$ cat src/rtl/memblock_pkg.sv
`default_nettype none
// ============================================================================
//  Module   : memblock_pkg
//  Purpose  : Shared types and helpers for the memblock_mp register file:
//             the clear-sequencer state enum, the byte-lane width and the
//             lane merge used by both the write path and read forwarding.
//  Revision : 1.0  initial release
// ============================================================================
package memblock_pkg;

    typedef enum logic [0:0] {
        S_CLEAR = 1'b0,
        S_IDLE  = 1'b1
    } mb_state_e;

    localparam int LANE_W = 8;

    // Selects the new lane value when its byte enable is set, else keeps old.
    function automatic logic [LANE_W-1:0] mb_lane_merge(
        input logic [LANE_W-1:0] old_lane,
        input logic [LANE_W-1:0] new_lane,
        input logic              be
    );
        return be ? new_lane : old_lane;
    endfunction

endpackage
`default_nettype wire

$ cat src/rtl/memblock_clear_seq.sv
`default_nettype none
// ============================================================================
//  Module   : memblock_clear_seq
//  Purpose  : Clear sweep sequencer. After reset, or on a clr request while
//             idle, zeroes one array word per cycle from address 0 up to
//             DEPTH-1, then returns to idle.
//  Ports    : clk, rst (sync, active-low), i_clr (sweep request),
//             o_busy (reset or sweeping), o_wr_ok (array may accept writes),
//             clr_we / clr_addr (zero-write strobe and address to the array)
//  Revision : 1.0  initial release
// ============================================================================
module memblock_clear_seq #(
    parameter int DEPTH = 32,
    parameter int AW    = $clog2(DEPTH)
) (
    input  logic          clk,
    input  logic          rst,
    input  logic          i_clr,
    output logic          o_busy,
    output logic          o_wr_ok,
    output logic          clr_we,
    output logic [AW-1:0] clr_addr
);
    import memblock_pkg::*;

    localparam logic [AW-1:0] C_LAST = AW'(DEPTH - 1);

    mb_state_e     state_q, state_d;
    logic [AW-1:0] ptr_q,   ptr_d;

    always_ff @(posedge clk) begin
        if (!rst) begin
            state_q <= S_CLEAR;
            ptr_q   <= '0;
        end else begin
            state_q <= state_d;
            ptr_q   <= ptr_d;
        end
    end

    // A clr seen during a sweep is deliberately ignored: no restart, no queue.
    always_comb begin
        state_d = state_q;
        ptr_d   = ptr_q;
        case (state_q)
            S_CLEAR: begin
                if (ptr_q == C_LAST) begin
                    state_d = S_IDLE;
                    ptr_d   = '0;
                end else begin
                    ptr_d = ptr_q + AW'(1);
                end
            end
            S_IDLE: begin
                if (i_clr) begin
                    state_d = S_CLEAR;
                    ptr_d   = '0;
                end
            end
            default: begin
                state_d = S_CLEAR;
                ptr_d   = '0;
            end
        endcase
    end

    assign o_busy   = (state_q == S_CLEAR) | ~rst;
    assign o_wr_ok  = (state_q == S_IDLE) & rst;
    assign clr_we   = (state_q == S_CLEAR) & rst;
    assign clr_addr = ptr_q;

endmodule
`default_nettype wire

$ cat src/rtl/memblock_mp.sv
`default_nettype none
// ============================================================================
//  Module   : memblock_mp
//  Purpose  : Multi-read-port register file with per-byte write enables,
//             optional registered reads, optional write-to-read forwarding
//             and a sequential zero sweep in place of array reset.
//  Ports    : clk, rst (sync, active-low), clr (start clear sweep),
//             busy (reset or sweeping),
//             we0 / wr_addr0 / wr_din0 / wr_be0 (single write port),
//             rd_addr (NRD packed addresses), rd_dout (NRD packed data)
//  Revision : 1.0  initial release
// ============================================================================
module memblock_mp #(
    parameter int WIDTH  = 32,
    parameter int DEPTH  = 32,
    parameter int NRD    = 2,
    parameter int RD_REG = 0,
    parameter int WR_FWD = 1,
    localparam int AW    = $clog2(DEPTH),
    localparam int NLANE = WIDTH / 8
) (
    input  logic                 clk,
    input  logic                 rst,
    input  logic                 clr,
    output logic                 busy,
    input  logic                 we0,
    input  logic [AW-1:0]        wr_addr0,
    input  logic [WIDTH-1:0]     wr_din0,
    input  logic [NLANE-1:0]     wr_be0,
    input  logic [NRD*AW-1:0]    rd_addr,
    output logic [NRD*WIDTH-1:0] rd_dout
);
    import memblock_pkg::*;

    // One extra bit so DEPTH itself is representable for range checks.
    localparam logic [AW:0] C_DEPTH = (AW + 1)'(DEPTH);

    logic [WIDTH-1:0] mem_q [DEPTH];

    logic             w_busy;
    logic             w_wr_ok;
    logic             w_clr_we;
    logic [AW-1:0]    w_clr_addr;
    logic             w_wr_acc;
    logic [WIDTH-1:0] w_wr_old;
    logic [WIDTH-1:0] w_wr_word;

    memblock_clear_seq #(
        .DEPTH (DEPTH),
        .AW    (AW)
    ) u_clear_seq (
        .clk      (clk),
        .rst      (rst),
        .i_clr    (clr),
        .o_busy   (w_busy),
        .o_wr_ok  (w_wr_ok),
        .clr_we   (w_clr_we),
        .clr_addr (w_clr_addr)
    );

    assign busy     = w_busy;
    assign w_wr_acc = we0 & w_wr_ok & ({1'b0, wr_addr0} < C_DEPTH);

    // Read-modify-write of the addressed word; only used when accepted.
    always_comb begin
        w_wr_old  = mem_q[wr_addr0];
        w_wr_word = '0;
        for (int i = 0; i < NLANE; i++) begin
            w_wr_word[i*LANE_W +: LANE_W] = mb_lane_merge(
                w_wr_old[i*LANE_W +: LANE_W], wr_din0[i*LANE_W +: LANE_W], wr_be0[i]);
        end
    end

    // Sweep and user writes are mutually exclusive by construction.
    always_ff @(posedge clk) begin
        if (w_clr_we) begin
            mem_q[w_clr_addr] <= '0;
        end else if (w_wr_acc) begin
            mem_q[wr_addr0] <= w_wr_word;
        end
    end

    for (genvar p = 0; p < NRD; p++) begin : g_rd
        logic [AW-1:0]    w_ra;
        logic             w_in_range;
        logic             w_hit;
        logic [WIDTH-1:0] w_stored;
        logic [WIDTH-1:0] rd_d;

        assign w_ra       = rd_addr[p*AW +: AW];
        assign w_in_range = ({1'b0, w_ra} < C_DEPTH);
        assign w_hit      = (WR_FWD != 0) && w_wr_acc && (w_ra == wr_addr0);

        // Contents are only meaningful once the sweep has finished, so any
        // read while busy is forced to zero.
        always_comb begin
            w_stored = w_in_range ? mem_q[w_ra] : '0;
            rd_d     = '0;
            for (int i = 0; i < NLANE; i++) begin
                rd_d[i*LANE_W +: LANE_W] = mb_lane_merge(
                    w_stored[i*LANE_W +: LANE_W], wr_din0[i*LANE_W +: LANE_W],
                    w_hit & wr_be0[i]);
            end
            if (w_busy) begin
                rd_d = '0;
            end
        end

        if (RD_REG != 0) begin : g_reg
            logic [WIDTH-1:0] rd_q;
            always_ff @(posedge clk) begin
                if (!rst) begin
                    rd_q <= '0;
                end else begin
                    rd_q <= rd_d;
                end
            end
            assign rd_dout[p*WIDTH +: WIDTH] = rd_q;
        end else begin : g_comb
            assign rd_dout[p*WIDTH +: WIDTH] = rd_d;
        end
    end

endmodule
`default_nettype wire

$ cat config.mk
export PLATFORM = sky130hd
export DESIGN_NAME = memblock_mp
export DESIGN_NICKNAME = d
export VERILOG_FILES = /design/src/rtl/memblock_pkg.sv /design/src/rtl/memblock_clear_seq.sv /design/src/rtl/memblock_mp.sv
export SDC_FILE = /design/constraint.sdc
export NUM_CORES = 1
export LEC_CHECK = 0
export CORE_MARGIN = 8
export CORE_UTILIZATION = 55
export DETAILED_ROUTE_END_ITERATION = 10
export PLACE_DENSITY_LB_ADDON = 0.2
export SKIP_LAST_GASP = 1
export SLEW_MARGIN = 25
export SYNTH_ARGS = -nofsm -noshare
export SYNTH_HDL_FRONTEND = slang
export SYNTH_SLANG_ARGS = --single-unit
$ cat constraint.sdc
create_clock -name clk -period 4 [get_ports clk]
set_input_delay 1.2 -clock clk [delete_from_list [all_inputs] [get_ports clk]]
set_output_delay 1.2 -clock clk [all_outputs]
set_load 0.1 [all_outputs]
==> flow_metrics.py <==
metrics = {
    "critical_path": {
        "slowest_delay_ns": 0.37,
        "end_kind": "output pin",
        "critPathRequiredTime_ns": 2.80,
        "startpoint_type": "primary input",
        "critPathTopFamily": "buffers and inverters",
        "crit_chain": "buf_16, buf_16, buf_12, buf_12, buf_16, mux2i_1, a22oi_1, a21oi_2, nor4_2, buf_4, a22o_4, buf_12",
        "slowest_stage": "nor4_2",
        "worst-path-buf-inv": 7,
        "path_class": "in -> out",
        "worstPathArrival_ns": 3.21,
        "cp_max_fo": 8,
    },
    "timing": {
        "setup_viol": 64,
        "fin_skew_ns": 0.01056,
        "worstMarginPinSlew_ns": 1.118,
        "period_minus_slack_ns": 4.410,
        "fmax_ghz": 0.2267,
        "hold_viol_final": 0,
        "fin_ws_ns": -0.4102,
        "slew_headroom": 0.2521,
        "rsz0062_at_grt": "true",
        "finalMaxSlewViolations": 0,
        "period_share": 1.103,
    },
    "die": {
        "start_util": 0.5518,
        "pin_count": 120,
        "fp-row-count": 111,
        "die_h_um": 318.6,
        "dieArea_sq_mm": 0.1015,
        "design.core.area_sq_mm": 0.09125,
        "dieWidth_um": 318.6,
    },
    "detailed_routing": {
        "drc_errors": 0,
        "final_antenna_net_count": 0,
        "drt_iter0_drc": 4714,
        "wl_per_cell_um": 31.92,
        "wirelength_mm": 172.7,
        "firstDrtPassIters": 9,
        "avgViaCountPerCell": 6.873,
        "dr_total_vias": 37190,
    },
    "synthesis": {
        "synth.area.mux_share": 0.2042,
        "synthSimpleGateAreaFrac": 0.03444,
        "synth-compound-area-share": 0.1169,
        "synth-seq-cells": 1030,
        "synth_flop_cell": "edfxtp_1",
        "synth_area_sq_mm": 0.05035,
        "postSynthCellCount": 3583,
        "synth_edf_count": 1024,
        "synth_fp_nets": 3640,
        "synth_top_family_by_area": "multiplexers",
        "ys_types": 43,
        "ys_warn_count": 0,
        "synthArstFlopShare": 0,
        "synthXorXnorAreaFrac": 0.001739,
        "syn_area_per_cell_sq_um": 14.05,
        "yosysSeqAreaShare": 0.6131,
        "synth_fa_ha_area_frac": 0.0004970,
    },
    "hold_path": {
        "min_path_type": "reg -> reg",
    },
    "cells_and_area": {
        "final_common_cell": "edfxtp_1",
        "antenna_cells": 0,
        "stdcell_count": 5411,
        "final_cell_mix": "edfxtp_1, mux2i_1, a22oi_1, buf_4, buf_12",
        "final_layout_size_suffix_gt1_frac": 0.3288,
        "area_growth_pct": 32.68,
        "fin_nets": 4195,
    },
    "power": {
        "clkPwrFrac": 0.404,
        "p_leak_nw": 25.46,
        "switching_power_mw": 5.801,
        "swShare": 0.2345,
        "vdd_drop_max_mv": 0.4166,
        "power_frac_comb": 0.119,
        "p_total_mw": 24.73,
        "p_per_area_mw_per_mm2": 370.2,
        "p_int_mw": 18.93,
        "power_frac_seq": 0.477,
    },
    "placement": {
        "dp_cells": 5056,
        "gp_congestion": 0.9188,
        "hpwlAfterDp_mm": 106.9,
        "portBuffers": 119,
        "dp_slack_ns": -1.106,
    },
    "cts": {
        "cts_buffers": 106,
        "path_clk_slew_ns": 0.06,
        "root_buffer": "clkbuf_16",
        "htreeDepth": 3,
        "cts_tree": "built",
        "cts_buffer_depth": 3,
        "cts_sinks": 1030,
        "hold_buffers": 0,
        "worstSkewPairLatency_ns": 0.69,
    },
    "global_routing": {
        "grt_pass1_vias": 37063,
        "grt_usage": 0.3177,
        "grt_max_degree": 46,
        "grt-ovfl-total": 0,
        "grt_pass1_wl_mm": 243.0,
        "antenna_found_initial": 3,
    },
    "outcome": {
        "violations": "negative setup slack",
        "status": "complete, but fails checks",
    },
    "flow_run": {
        "cap_violations": 0,
    },
}
-- kinds of logic after synthesis --
family,count (synthesis)
mux,1027
compound gates,888
fa+ha+maj,2
simple gates,335
buf+inv,291
flops,1030
xor+xnor,10
-- area by class of cell --
class	instances	area (sq um)
Inverter	8	33.78
Sequential cell	1030	30870
Clock buffer	131	2853
Timing Repair Buffer	727	9859
Clock inverter	64	618.1
Fill cell	5465	24440
Tap cell	1186	1484
Multi-Input combinational cell	2265	21090
-- path summary, 6_finish.rpt --
kind         cells past startpoint  slack, ns                                 start                                    to
max                             12      -0.41                            rd_addr[6]                           rd_dout[34]
min                              2       0.60  u_clear_seq.clr_addr[3]$_SDFFE_PN0P_  u_clear_seq.clr_addr[3]$_SDFFE_PN0P_
max reg2reg                      8       0.54        u_clear_seq.state_q$_SDFF_PN0_               mem_q[11][29]$_DFFE_PP_
min reg2reg                      2       0.60  u_clear_seq.clr_addr[3]$_SDFFE_PN0P_  u_clear_seq.clr_addr[3]$_SDFFE_PN0P_
-- worst min-delay path: stages (launching register included) --
cell	delay [ns]
dfxtp_1	0.38
o21ai_0	0.10
a21boi_0	0.07
-- registers in the layout, indices dropped and copies added (netlist names) --
signal / cells
mem_q: 1024
u_clear_seq.clr_addr: 5
u_clear_seq.state_q: 1
-- through the flow --
step           instance area [sq um]  TNS, ns  hold WS [ns]  utilization
2_1_floorplan                  51160   -12.55        0.5184            -
3_3_place_gp                   58230  -448.64        0.5581       0.6382
3_5_place_dp                   58240  -471.34        0.5797       0.6383
4_1_cts                        64820   -22.35        0.5891       0.7104
5_1_grt                        66800   -22.23        0.6201       0.7321
6_report                       66800   -20.29        0.5993       0.7321
-- metal layers --
| metal | track usage | vias up | routed length (um) |
|---|---|---|---|
| met2 | 0.5066 | 2505 | 80610 |
| met3 | 0.06897 | 521 | 19150 |
| met4 | 0.1458 | 0 | 8553 |
| li1 | - | 15498 | - |
| met1 | 0.4164 | 18666 | 64390 |
| met5 | 0 | - | 0 |
-- cells in the mapped netlist, types with 3 or more instances --
| cell type | n | area (sq um) |
|---|---|---|
| mux2i_1 | 1026 | 10270 |
| edfxtp_1 | 1024 | 30750 |
| a22oi_1 | 512 | 3844 |
| a21oi_1 | 288 | 1441 |
| nor2_1 | 142 | 533.0 |
| clkbuf_1 | 141 | 529.3 |
| buf_2 | 65 | 325.3 |
| and2_1 | 42 | 262.8 |
| nor4_1 | 35 | 219.0 |
| a22o_1 | 32 | 280.3 |
| nand2_1 | 32 | 120.1 |
| or4_1 | 32 | 240.2 |
| buf_4 | 30 | 225.2 |
| o21ai_0 | 27 | 135.1 |
| buf_1 | 23 | 86.33 |
| buf_6 | 22 | 247.7 |
| a31oi_1 | 12 | 75.07 |
| nand2b_1 | 10 | 62.56 |
| nor3_1 | 9 | 45.04 |
| inv_1 | 8 | 30.03 |
| nand3_1 | 8 | 40.04 |
| nor2b_1 | 8 | 50.05 |
| o21ai_1 | 8 | 40.04 |
| dfxtp_1 | 6 | 120.1 |
| a41oi_1 | 5 | 43.79 |
| xnor2_1 | 5 | 43.79 |
| xor2_1 | 5 | 43.79 |
| nor3_4 | 4 | 65.06 |
| or2_2 | 3 | 18.77 |
-- power groups by stage --
stage	Combinational, mW	Clock, mW	Sequential [mW]
after CTS	2.63	9.99	11.8
after detailed placement	2.22	0	12.0
final	2.94	10.0	11.8
after floorplan	1.27	0	12.0
after global routing	3.01	10.4	11.8
after global placement	2.20	0	12.0
-- repair_timing --
action                     CTS  global route
gates resized for setup    410           329
hold endpoints to repair     0             0
pin swaps                  169           219
cloned                      35            16
buffers inserted            77            61
setup endpoints to repair   64            64
Power figures use the tool's default switching activity.
